--- src/rtl/uart_msg_scheduler.sv ---
// uart_msg_scheduler: round-robin framer sharing one UART byte transmitter among three event sources
// Ports: clk_50/rst system clock and synchronous active-high reset;
//        req_stb/req_data0..2 per-source request strobes and payloads;
//        tx_data/tx_valid/tx_ready byte handshake toward the UART;
//        busy (any non-IDLE state), pending (per-source buffered request), drop_cnt (saturating drops).
module uart_msg_scheduler #(
    parameter logic [7:0] HDR0 = 8'h43,
    parameter logic [7:0] HDR1 = 8'h4E,
    parameter logic [7:0] HDR2 = 8'h45,
    parameter logic [7:0] TERM = 8'h23,
    parameter int         GAP  = 50
) (
    input  logic       clk_50,
    input  logic       rst,
    input  logic [2:0] req_stb,
    input  logic [7:0] req_data0,
    input  logic [7:0] req_data1,
    input  logic [7:0] req_data2,
    output logic [7:0] tx_data,
    output logic       tx_valid,
    input  logic       tx_ready,
    output logic       busy,
    output logic [2:0] pending,
    output logic [7:0] drop_cnt
);
    typedef enum logic [2:0] {IDLE, HDR, PAY, TRM, WAIT} state_t;
    localparam logic [15:0] GAP_M1 = GAP == 0 ? 16'd0 : 16'(GAP - 1);
    state_t      state, state_n;
    logic [7:0]  req_data [3];
    logic [7:0]  pay_buf [3];
    logic [7:0]  msg_pay, msg_pay_n, tx_data_n, hdr_sel, pay_sel;
    logic [15:0] gap_cnt, gap_cnt_n;
    logic [1:0]  last, c1, c2, sel;
    logic [2:0]  gclr, drops, pending_n;
    logic [8:0]  drop_sum;
    logic        grant, accept, tx_valid_n;
    assign busy = state != IDLE;
    always_comb begin
        req_data[0] = req_data0;
        req_data[1] = req_data1;
        req_data[2] = req_data2;
        accept = tx_valid & tx_ready;
        grant = state == IDLE && |pending;
        // search order last+1, last+2, last (mod 3)
        c1 = last == 2'd2 ? 2'd0 : last + 2'd1;
        c2 = last == 2'd0 ? 2'd2 : last - 2'd1;
        sel = pending[c1] ? c1 : pending[c2] ? c2 : last;
        hdr_sel = sel == 2'd0 ? HDR0 : sel == 2'd1 ? HDR1 : HDR2;
        pay_sel = sel == 2'd0 ? pay_buf[0] : sel == 2'd1 ? pay_buf[1] : pay_buf[2];
        gclr = grant ? 3'b001 << sel : 3'b000;
        // a strobe landing on its own grant clear refills the buffer instead of dropping
        drops = req_stb & pending & ~gclr;
        pending_n = (pending & ~gclr) | req_stb;
        drop_sum = {1'b0, drop_cnt} + 9'(drops[0]) + 9'(drops[1]) + 9'(drops[2]);
        state_n = state;
        tx_data_n = tx_data;
        msg_pay_n = msg_pay;
        gap_cnt_n = gap_cnt;
        case (state)
            IDLE: if (grant) begin
                state_n = HDR;
                tx_data_n = hdr_sel;
                msg_pay_n = pay_sel;
            end
            HDR: if (accept) begin
                state_n = PAY;
                tx_data_n = msg_pay;
            end
            PAY: if (accept) begin
                state_n = TRM;
                tx_data_n = TERM;
            end
            TRM: if (accept) begin
                state_n = GAP == 0 ? IDLE : WAIT;
                gap_cnt_n = GAP_M1;
            end
            WAIT: if (gap_cnt == 16'd0) state_n = IDLE;
                  else gap_cnt_n = gap_cnt - 16'd1;
            default: state_n = IDLE;
        endcase
        tx_valid_n = state_n == HDR || state_n == PAY || state_n == TRM;
    end
    always_ff @(posedge clk_50) begin
        if (rst) begin
            state <= IDLE;
            tx_valid <= 1'b0;
            tx_data <= 8'h00;
            msg_pay <= 8'h00;
            gap_cnt <= 16'd0;
            pending <= 3'b000;
            drop_cnt <= 8'd0;
            last <= 2'd2;
        end else begin
            state <= state_n;
            tx_valid <= tx_valid_n;
            tx_data <= tx_data_n;
            msg_pay <= msg_pay_n;
            gap_cnt <= gap_cnt_n;
            pending <= pending_n;
            drop_cnt <= drop_sum > 9'd255 ? 8'hFF : drop_sum[7:0];
            if (grant) last <= sel;
        end
    end
    always_ff @(posedge clk_50) begin
        for (int i = 0; i < 3; i++)
            if (!rst && req_stb[i] && (!pending[i] || gclr[i])) pay_buf[i] <= req_data[i];
    end
endmodule

--- config.mk ---
export PLATFORM = sky130hd
export DESIGN_NAME = uart_msg_scheduler
export DESIGN_NICKNAME = d
export VERILOG_FILES = /design/src/rtl/uart_msg_scheduler.sv
export SDC_FILE = /design/constraint.sdc
export NUM_CORES = 1
export LEC_CHECK = 0
export CAP_MARGIN = 5
export CORE_MARGIN = 2
export CORE_UTILIZATION = 54
export CTS_BUF_LIST = sky130_fd_sc_hd__clkbuf_16
export CTS_CLUSTER_DIAMETER = 40
export DETAILED_ROUTE_END_ITERATION = 10
export PLACE_DENSITY = 0.89
export RECOVER_POWER = 25
export SYNTH_ARGS = -nofsm -noshare
export SYNTH_HDL_FRONTEND = slang
export SYNTH_SLANG_ARGS = --single-unit
--- constraint.sdc ---
create_clock -name clk_50 -period 4 [get_ports clk_50]
set_input_delay 0.8 -clock clk_50 [delete_from_list [all_inputs] [get_ports clk_50]]
set_output_delay 0.8 -clock clk_50 [all_outputs]
set_load 0.02 [all_outputs]
==> reports/results.env, run 1 <==
CLOCK_POWER_SHARE_PCT=32.9
WORST_HOLD_SLACK_PS=447
FILLERS=466
SYNTH_SEQUENTIAL_AREA_RATIO_PCT=47.4
SEQ_POWER_SHARE_PCT=38.3
SWITCHING_SHARE_PCT=32.6
FULL_DIE_AREA_SQ_UM=7320
CORE_BOX_AREA_SQ_UM=6390
CRITPATHMAXFANOUT=6
DP.CELLS=485
PLACE_CONGESTION=0.925
POWER_FRAC_COMB_PCT=28.7
CLKSLEWWORSTSETUPHOLDPATHS_PS=60
COMBINED_FLIP_FLOP_AND_LATCH_CELL_AREA_SQ_UM=1700
PLACE.PORT_BUFFERS=50
YOSYS_WARNINGS=0
SLEW_VIOL_FINAL=23
HP-CLASS='reg2reg'
FINALINSTANCEAREA_SQ_UM=4480
FINAL_CLOCK_PERIOD_UTILIZATION_BY_THE_WORST_PATH_PCT=93.9
CLOCK_TREE.ROOT_CELL='clkbuf_16'
CRITPATHMOSTFREQUENTCELL='inv_1'
VIAS=3110
SYNTH-MAIN-FF-CELL='dfxtp_1'
CLOCK_SINKS=73
DRT-TOTAL-WL_MM=8.59
CRIT_PATH_TOP_DELAY_CELL='fa_1'
FP.DIEH_UM=85.6
SWITCHINGPOWER_uW=789
MULTI_INPUT_COMB_AREA_SQ_UM=1760
GRT_PASS1_WL_MM=14.1
NUMBER_OF_SETUP_VIOLATIONS_IN_THE_FINAL_REPORT=0
POST-ROUTE-MIN-PERIOD_PS=3750
COUNT_OF_ENDPOINTS_FAILING_HOLD_IN_THE_FINAL_TIMING_REPORT=0
CTSHTREEMAXLEVEL=3
POST_ROUTE_CELLS_DRIVE_ABOVE_1_SHARE_PCT=10.4
MAX_CAP_VIOL_COUNT=1
DESIGN.PORTCOUNT=51
POSTSYNTH.ASYNCRESETSHARE_PCT=0
WORSTSETUPENDPOINTTYPE='flop'
MOSTFREQUENTLAYOUTCELLS='dfxtp_1, nor2_1, a21oi_1'
WORST-ENDPOINT-REQUIRED_PS=4260
CTS_INSERTED_BUFFERS=9
COUNT_OF_FLIP_FLOPS_WITH_A_BUILT_IN_ENABLE_AFTER_SYNTHESIS=24
CRIT_FAMILY='adder cells'
VDD.IR_DROP.WORST_mV=0.353
CRIT_PATH_CELL_CHAIN='inv_1 > ha_1 > mux2i_2 > a22o_1 > a21o_1 > o31a_1 > nand2_1 > fa_1 > inv_1 > ha_1 > inv_1 > fa_2 > nor2_2 > and3_1 > nand3_2 > a21oi_1'
MAPPEDNETLISTNETS=405
P_INT_uW=1630
SYN-INSTANCE-COUNT=367
MAX_SLEW_MARGIN_PCT=-4.81
VIOLATIONS_IN_THE_FINAL_REPORTS='capacitance limit, slew limit'
AVGVIACOUNTPERCELL=6.21
DESIGN.FINAL.NETS=457
CTS_SETUP_BUFFERS=0
FINAL_COMMON_CELL='dfxtp_1'
DRTITER0DRC=360
POST_DRT_WL_PER_CELL_UM=17.2
START_UTIL_PCT=56.2
DRC_ERRORS=0
FMAX_GHz=0.266
CLK-INSERTION-DELAY-LATE_PS=340
CHIPWIDTH_UM=85.6
LARGEST_STAGE_DELAY_WORST_PATH_PS=420
WORST-SETUP-PATH-TYPE='reg2reg'
POWER_PER_CELL_AREA_nW_PER_UM2=541
PLACEMENT_ROWS=29
CP_DATA_ARRIVAL_TIME_PS=4010
LARGEST_NET_DEGREE_AT_THE_START_OF_GLOBAL_ROUTING=23
TIMING_WORST_SLEW_PIN_VALUE_PS=1570
DPL.HPWL_MM=5.89
RUN_STATUS='complete, but fails checks'
TOTALNEGATIVESETUPSLACK_PS=0
CTS_BUFFER_DEPTH=2
FINAL.SETUP_SKEW_PS=4.92
SYN_AVG_CELL_AREA_SQ_UM=9.79
YS_TYPES=63
SYN_TO_FINAL_GROWTH_PCT=24.8
ANTENNA-DIODE-COUNT=0
GLOBAL_ROUTE_OVERFLOW=0
POST_SYNTH_INSTANCE_AREA_SQ_UM=3590
PLACED_AREA_SQ_UM=4180
DR.PASS1.ITERS=5
SETUP.WORST_PATH.START_CLASS='flop'
POST_CTS_RESIZE_COUNT=0
POST_SYNTHESIS_SEQUENTIAL_ELEMENT_COUNT=73
LAYOUTNONFILLERINSTCOUNT=501
CLOCK_TREE_FROM_TRITONCTS='built'
GLOBAL_ROUTE_USAGE_OVER_ALL_LAYERS_PCT=24.7
FIRST_GLOBAL_VIAS=2883
CTS_HOLD_BUF=0
PATH_BUF_INV=3
ANTENNA_FOUND_INITIAL=0
ANT_NETS=0
RSZ0062_AT_GRT='false'
TOTAL_LEAKAGE_POWER_uW=0.00167
==> synth_stat cells, types with 5 or more instances <==
library cell	instances	area, sq um
ha_1	6	75.1
nor2_1	41	154
a31oi_1	11	68.8
a311oi_1	8	70.1
o21a_1	5	37.5
nand2_1	25	93.8
edfxtp_1	24	721
clkbuf_1	6	22.5
nor3_1	6	30.0
a21o_1	6	45.0
dfxtp_1	49	981
inv_1	14	52.6
mux2_1	7	78.8
a221oi_1	8	70.1
xnor2_1	13	114
a211oi_1	8	60.1
buf_2	8	40.0
nand3_1	8	40.0
a21oi_1	34	170
==> worst paths after layout <==
path	depth (start not counted)	slack, ps	startpoint	to
min	2	450	tx_data[5]	tx_data[5]
max	16	250	last[0]	drop_cnt[2]
max reg2reg	16	250	last[0]	drop_cnt[2]
min reg2reg	2	450	tx_data[5]	tx_data[5]
==> flip-flops by register name, indices dropped and copies added (netlist names) <==
| signal | count |
|---|---|
| msg_pay | 8 |
| tx_valid | 1 |
| pending | 3 |
| last | 2 |
| drop_cnt | 8 |
| tx_data | 8 |
| gap_cnt | 16 |
| pay_buf | 24 |
| state | 3 |
==> worst register-to-register path: cells and delay by family (launching register included) <==
family,cells,cell delay (ps)
flops,1,370
mux,1,190
simple gates,4,630
fa+ha+maj,4,1330
compound gates,4,960
buf+inv,3,200
==> cells by family after synthesis <==
| family | after synthesis | share of synthesized area (%) |
|---|---|---|
| buf+inv | 34 | 4.04 |
| flops | 73 | 47.4 |
| mux | 12 | 3.66 |
| compound gates | 103 | 19.8 |
| fa+ha+maj | 8 | 3.20 |
| simple gates | 121 | 18.0 |
| xor+xnor | 16 | 3.90 |
==> metrics by stage <==
step	total power (uW)	setup WS [ps]	util [%]
final	2420	246	70.2
after global routing	2530	42.5	70.2
after CTS	2410	62.7	70.0
after detailed placement	1610	115	65.4
after global placement	1590	343	65.4
after floorplan	1400	364	-
==> area by class of cell <==
class	count	share of cell area (%)
inverter	15	1.26
multi-input combinational	260	39.2
sequential	73	38.0
clock inverter	7	1.56
clock buffer	9	5.03
tap	77	2.15
timing repair buffer	60	12.8
==> metal layers <==
layer / track usage (%) / share of wire, % / wire, um
met4: 12.4 / 3.2 / 276
met2: 39.8 / 48 / 4100
met5: 0 / 0 / 0
met1: 32.3 / 42 / 3580
met3: 4.23 / 7.5 / 644
==> power by group through the flow <==
stage / Combinational [uW] / Sequential (uW) / Clock (uW)
3_5_place_dp: 673 / 939 / 0
6_report: 697 / 929 / 798
4_1_cts: 688 / 925 / 801
3_3_place_gp: 653 / 935 / 0
2_1_floorplan: 456 / 943 / 0
5_1_grt: 756 / 938 / 840
(Power assumes the default switching activity.)
==> inputs of run 2 (changes only) <==
CORE_UTILIZATION = 40   (was 54)
PLACE_DENSITY = unset   (was 0.89)
PLACE_DENSITY_LB_ADDON = 0.12   (was unset)
==> run 2 against run 1 <==
  * The flow still finishes with violations (capacitance limit, slew limit)
  * Via count decreased by 7.5%
  * Clock-buffer cell count unchanged
  * Register-to-register slack improved by 70 ps
  * Critical endpoint is now drop_cnt[1]
  * Largest power group unchanged
  * Highest routed layer unchanged
==> reports/results.env, run 2 (synthesis results as in run 1) <==
WORST-ENDPOINT-REQUIRED_PS=4260  # about the same
GLOBAL_ROUTE_OVERFLOW=0  # unchanged
SEQ_POWER_SHARE_PCT=37.5  # was 38.3%
SLEW_VIOL_FINAL=23  # unchanged
FIN_WS_PS=319  # was 246 ps
FINAL_CLOCK_PERIOD_UTILIZATION_BY_THE_WORST_PATH_PCT=92.0  # was 93.9%
WORSTSETUPENDPOINTTYPE='flop'  # unchanged
PLACE_CONGESTION=0.834  # was 0.925
CORE_BOX_AREA_SQ_UM=8720  # was 6390 sq um
REG_TOP3='pay_buf x24, gap_cnt x16'  # unchanged
MAX_SLEW_MARGIN_PCT=-1.80  # was -4.81%
FILLERS=785  # was 466
ANTENNA_FOUND_INITIAL=0  # unchanged
FULL_DIE_AREA_SQ_UM=9750  # was 7320 sq um
FP.DIEH_UM=98.8  # was 85.6 um
PLACE.PORT_BUFFERS=50  # unchanged
CLKSLEWWORSTSETUPHOLDPATHS_PS=60  # about the same
ANTENNA-DIODE-COUNT=0  # unchanged
RSZ0062_AT_GRT='false'  # unchanged
CLOCK_SINKS=73  # unchanged
DRC_ERRORS=0  # unchanged
SETUP.WORST_PATH.START_CLASS='flop'  # unchanged
SWITCHING_SHARE_PCT=31.1  # was 32.6%
DR.PASS1.ITERS=4  # was 5
P_INT_uW=1690  # was 1630 uW
ANT_NETS=0  # unchanged
CLOCK_TREE_FROM_TRITONCTS='built'  # unchanged
LAYOUTNONFILLERINSTCOUNT=532  # was 501
POST_ROUTE_CELLS_DRIVE_ABOVE_1_SHARE_PCT=9.43  # was 10.4%
CTS_HOLD_BUF=0  # unchanged
LARGEST_NET_DEGREE_AT_THE_START_OF_GLOBAL_ROUTING=35  # was 23
CRITPATHMAXFANOUT=6  # unchanged
AVGVIACOUNTPERCELL=5.41  # was 6.21
DESIGN.PORTCOUNT=51  # unchanged
CLOCK_POWER_SHARE_PCT=34.4  # was 32.9%
RUN_STATUS='complete, but fails checks'  # unchanged
CTS_INSERTED_BUFFERS=9  # unchanged
POWER_PER_CELL_AREA_nW_PER_UM2=542  # was 541 nW/um^2
CTSHTREEMAXLEVEL=3  # unchanged
DRTITER0DRC=124  # was 360
MOSTFREQUENTLAYOUTCELLS='dfxtp_1, nor2_1, a21oi_1'  # unchanged
REGISTERS.TOP_BY_FF_COUNT='pay_buf'  # unchanged
WORST_HOLD_SLACK_PS=449  # was 447 ps
FINAL.SETUP_SKEW_PS=6.98  # was 4.92 ps
CLK-INSERTION-DELAY-LATE_PS=330  # was 340 ps
TOTALNEGATIVESETUPSLACK_PS=0  # unchanged
POWER_FRAC_COMB_PCT=28.1  # was 28.7%
LARGEST_REGISTER_FF_COUNT=24  # unchanged
VIOLATIONS_IN_THE_FINAL_REPORTS='capacitance limit, slew limit'  # unchanged
DESIGN.FINAL.NETS=457  # unchanged
CLOCK_TREE.ROOT_CELL='clkbuf_16'  # unchanged
DRT-TOTAL-WL_MM=8.32  # was 8.59 mm
WORST-SETUP-PATH-TYPE='reg2reg'  # unchanged
NUMBER_OF_SETUP_VIOLATIONS_IN_THE_FINAL_REPORT=0  # unchanged
VIAS=2877  # was 3110
SYN_TO_FINAL_GROWTH_PCT=26.3  # was 24.8%
DETAILEDPLACE.WORSTSLACK_PS=99.2  # was 115 ps
DP.CELLS=516  # was 485
PLACEMENT_ROWS=34  # was 29
CHIPWIDTH_UM=98.8  # was 85.6 um
TIMING_WORST_SLEW_PIN_VALUE_PS=1520  # was 1570 ps
CP_DATA_ARRIVAL_TIME_PS=3940  # was 4010 ps
FINAL_COMMON_CELL='dfxtp_1'  # unchanged
FIRST_GLOBAL_VIAS=2792  # was 2883
POST_DRT_WL_PER_CELL_UM=15.6  # was 17.2 um
CTS_SETUP_BUFFERS=0  # unchanged
FMAX_GHz=0.272  # was 0.266 GHz
TOTAL_LEAKAGE_POWER_uW=0.00168  # was 0.00167 uW
POST-ROUTE-MIN-PERIOD_PS=3680  # was 3750 ps
HP-CLASS='reg2reg'  # unchanged
GLOBAL_ROUTE_USAGE_OVER_ALL_LAYERS_PCT=18.0  # was 24.7%
POST_CTS_RESIZE_COUNT=0  # unchanged
DPL.HPWL_MM=5.97  # was 5.89 mm
START_UTIL_PCT=41.2  # was 56.2%
MAX_CAP_VIOL_COUNT=1  # unchanged
CTS_BUFFER_DEPTH=2  # unchanged
COUNT_OF_ENDPOINTS_FAILING_HOLD_IN_THE_FINAL_TIMING_REPORT=0  # unchanged
GRT_PASS1_WL_MM=14.1  # about the same
SWITCHINGPOWER_uW=763  # was 789 uW
VDD.IR_DROP.WORST_mV=0.259  # was 0.353 mV
## run 2: power by group through the flow
stage	registers [uW]	logic, uW	clock network [uW]
finish	921	690	847
global route	933	766	892
CTS	921	692	858
detailed placement	935	686	0
global placement	935	679	0
floorplan	943	456	0
## run 2: through the flow
step / cell area (sq um) / util [%] / power [uW]
3_5_place_dp: 4210 / 48.3 / 1620
5_1_grt: 4540 / 52.0 / 2590
6_report: 4540 / 52.0 / 2460
2_1_floorplan: 3590 / - / 1400
4_1_cts: 4530 / 51.9 / 2470
3_3_place_gp: 4210 / 48.3 / 1610
## run 2: routing by layer
metal | vias up | track usage (%) | routed length, um
met5 | - | 0 | 0
met3 | 12 | 3.90 | 281
met4 | 0 | 6.11 | 157
li1 | 1456 | - | -
met1 | 1357 | 25.8 | 4200
met2 | 52 | 27.1 | 3680
## run 2: area by class of cell
cell class	instances	area [sq um]	area share [%]
Inverter	15	56.3	1.24
Clock inverter	7	86.3	1.90
Multi-Input combinational cell	260	1760	38.7
Timing Repair Buffer	60	576	12.7
Sequential cell	73	1700	37.5
Clock buffer	9	225	4.96
Tap cell	108	135	2.98
## run 2: worst paths after layout
check | to | cells after the start | slack [ps] | from
worst max-delay path | drop_cnt[1] | 16 | 320 | last[0]
worst min register to register | tx_data[5] | 2 | 450 | tx_data[5]
worst max register to register | drop_cnt[1] | 16 | 320 | last[0]
worst min-delay path | tx_data[5] | 2 | 450 | tx_data[5]
## run 2: worst max-delay path, cell delays in order, from the launching register on
cell     delay, ps
dfxtp_1        390
inv_1          110
ha_4           270
mux2i_1        130
a22o_1         270
a21o_1         200
o31a_1         270
nand2_1        100
fa_1           420
inv_1           70
ha_1           160
inv_1           50
fa_1           440
nor2_2         160
and3_1         220
nand3_2        150
a21oi_1        180
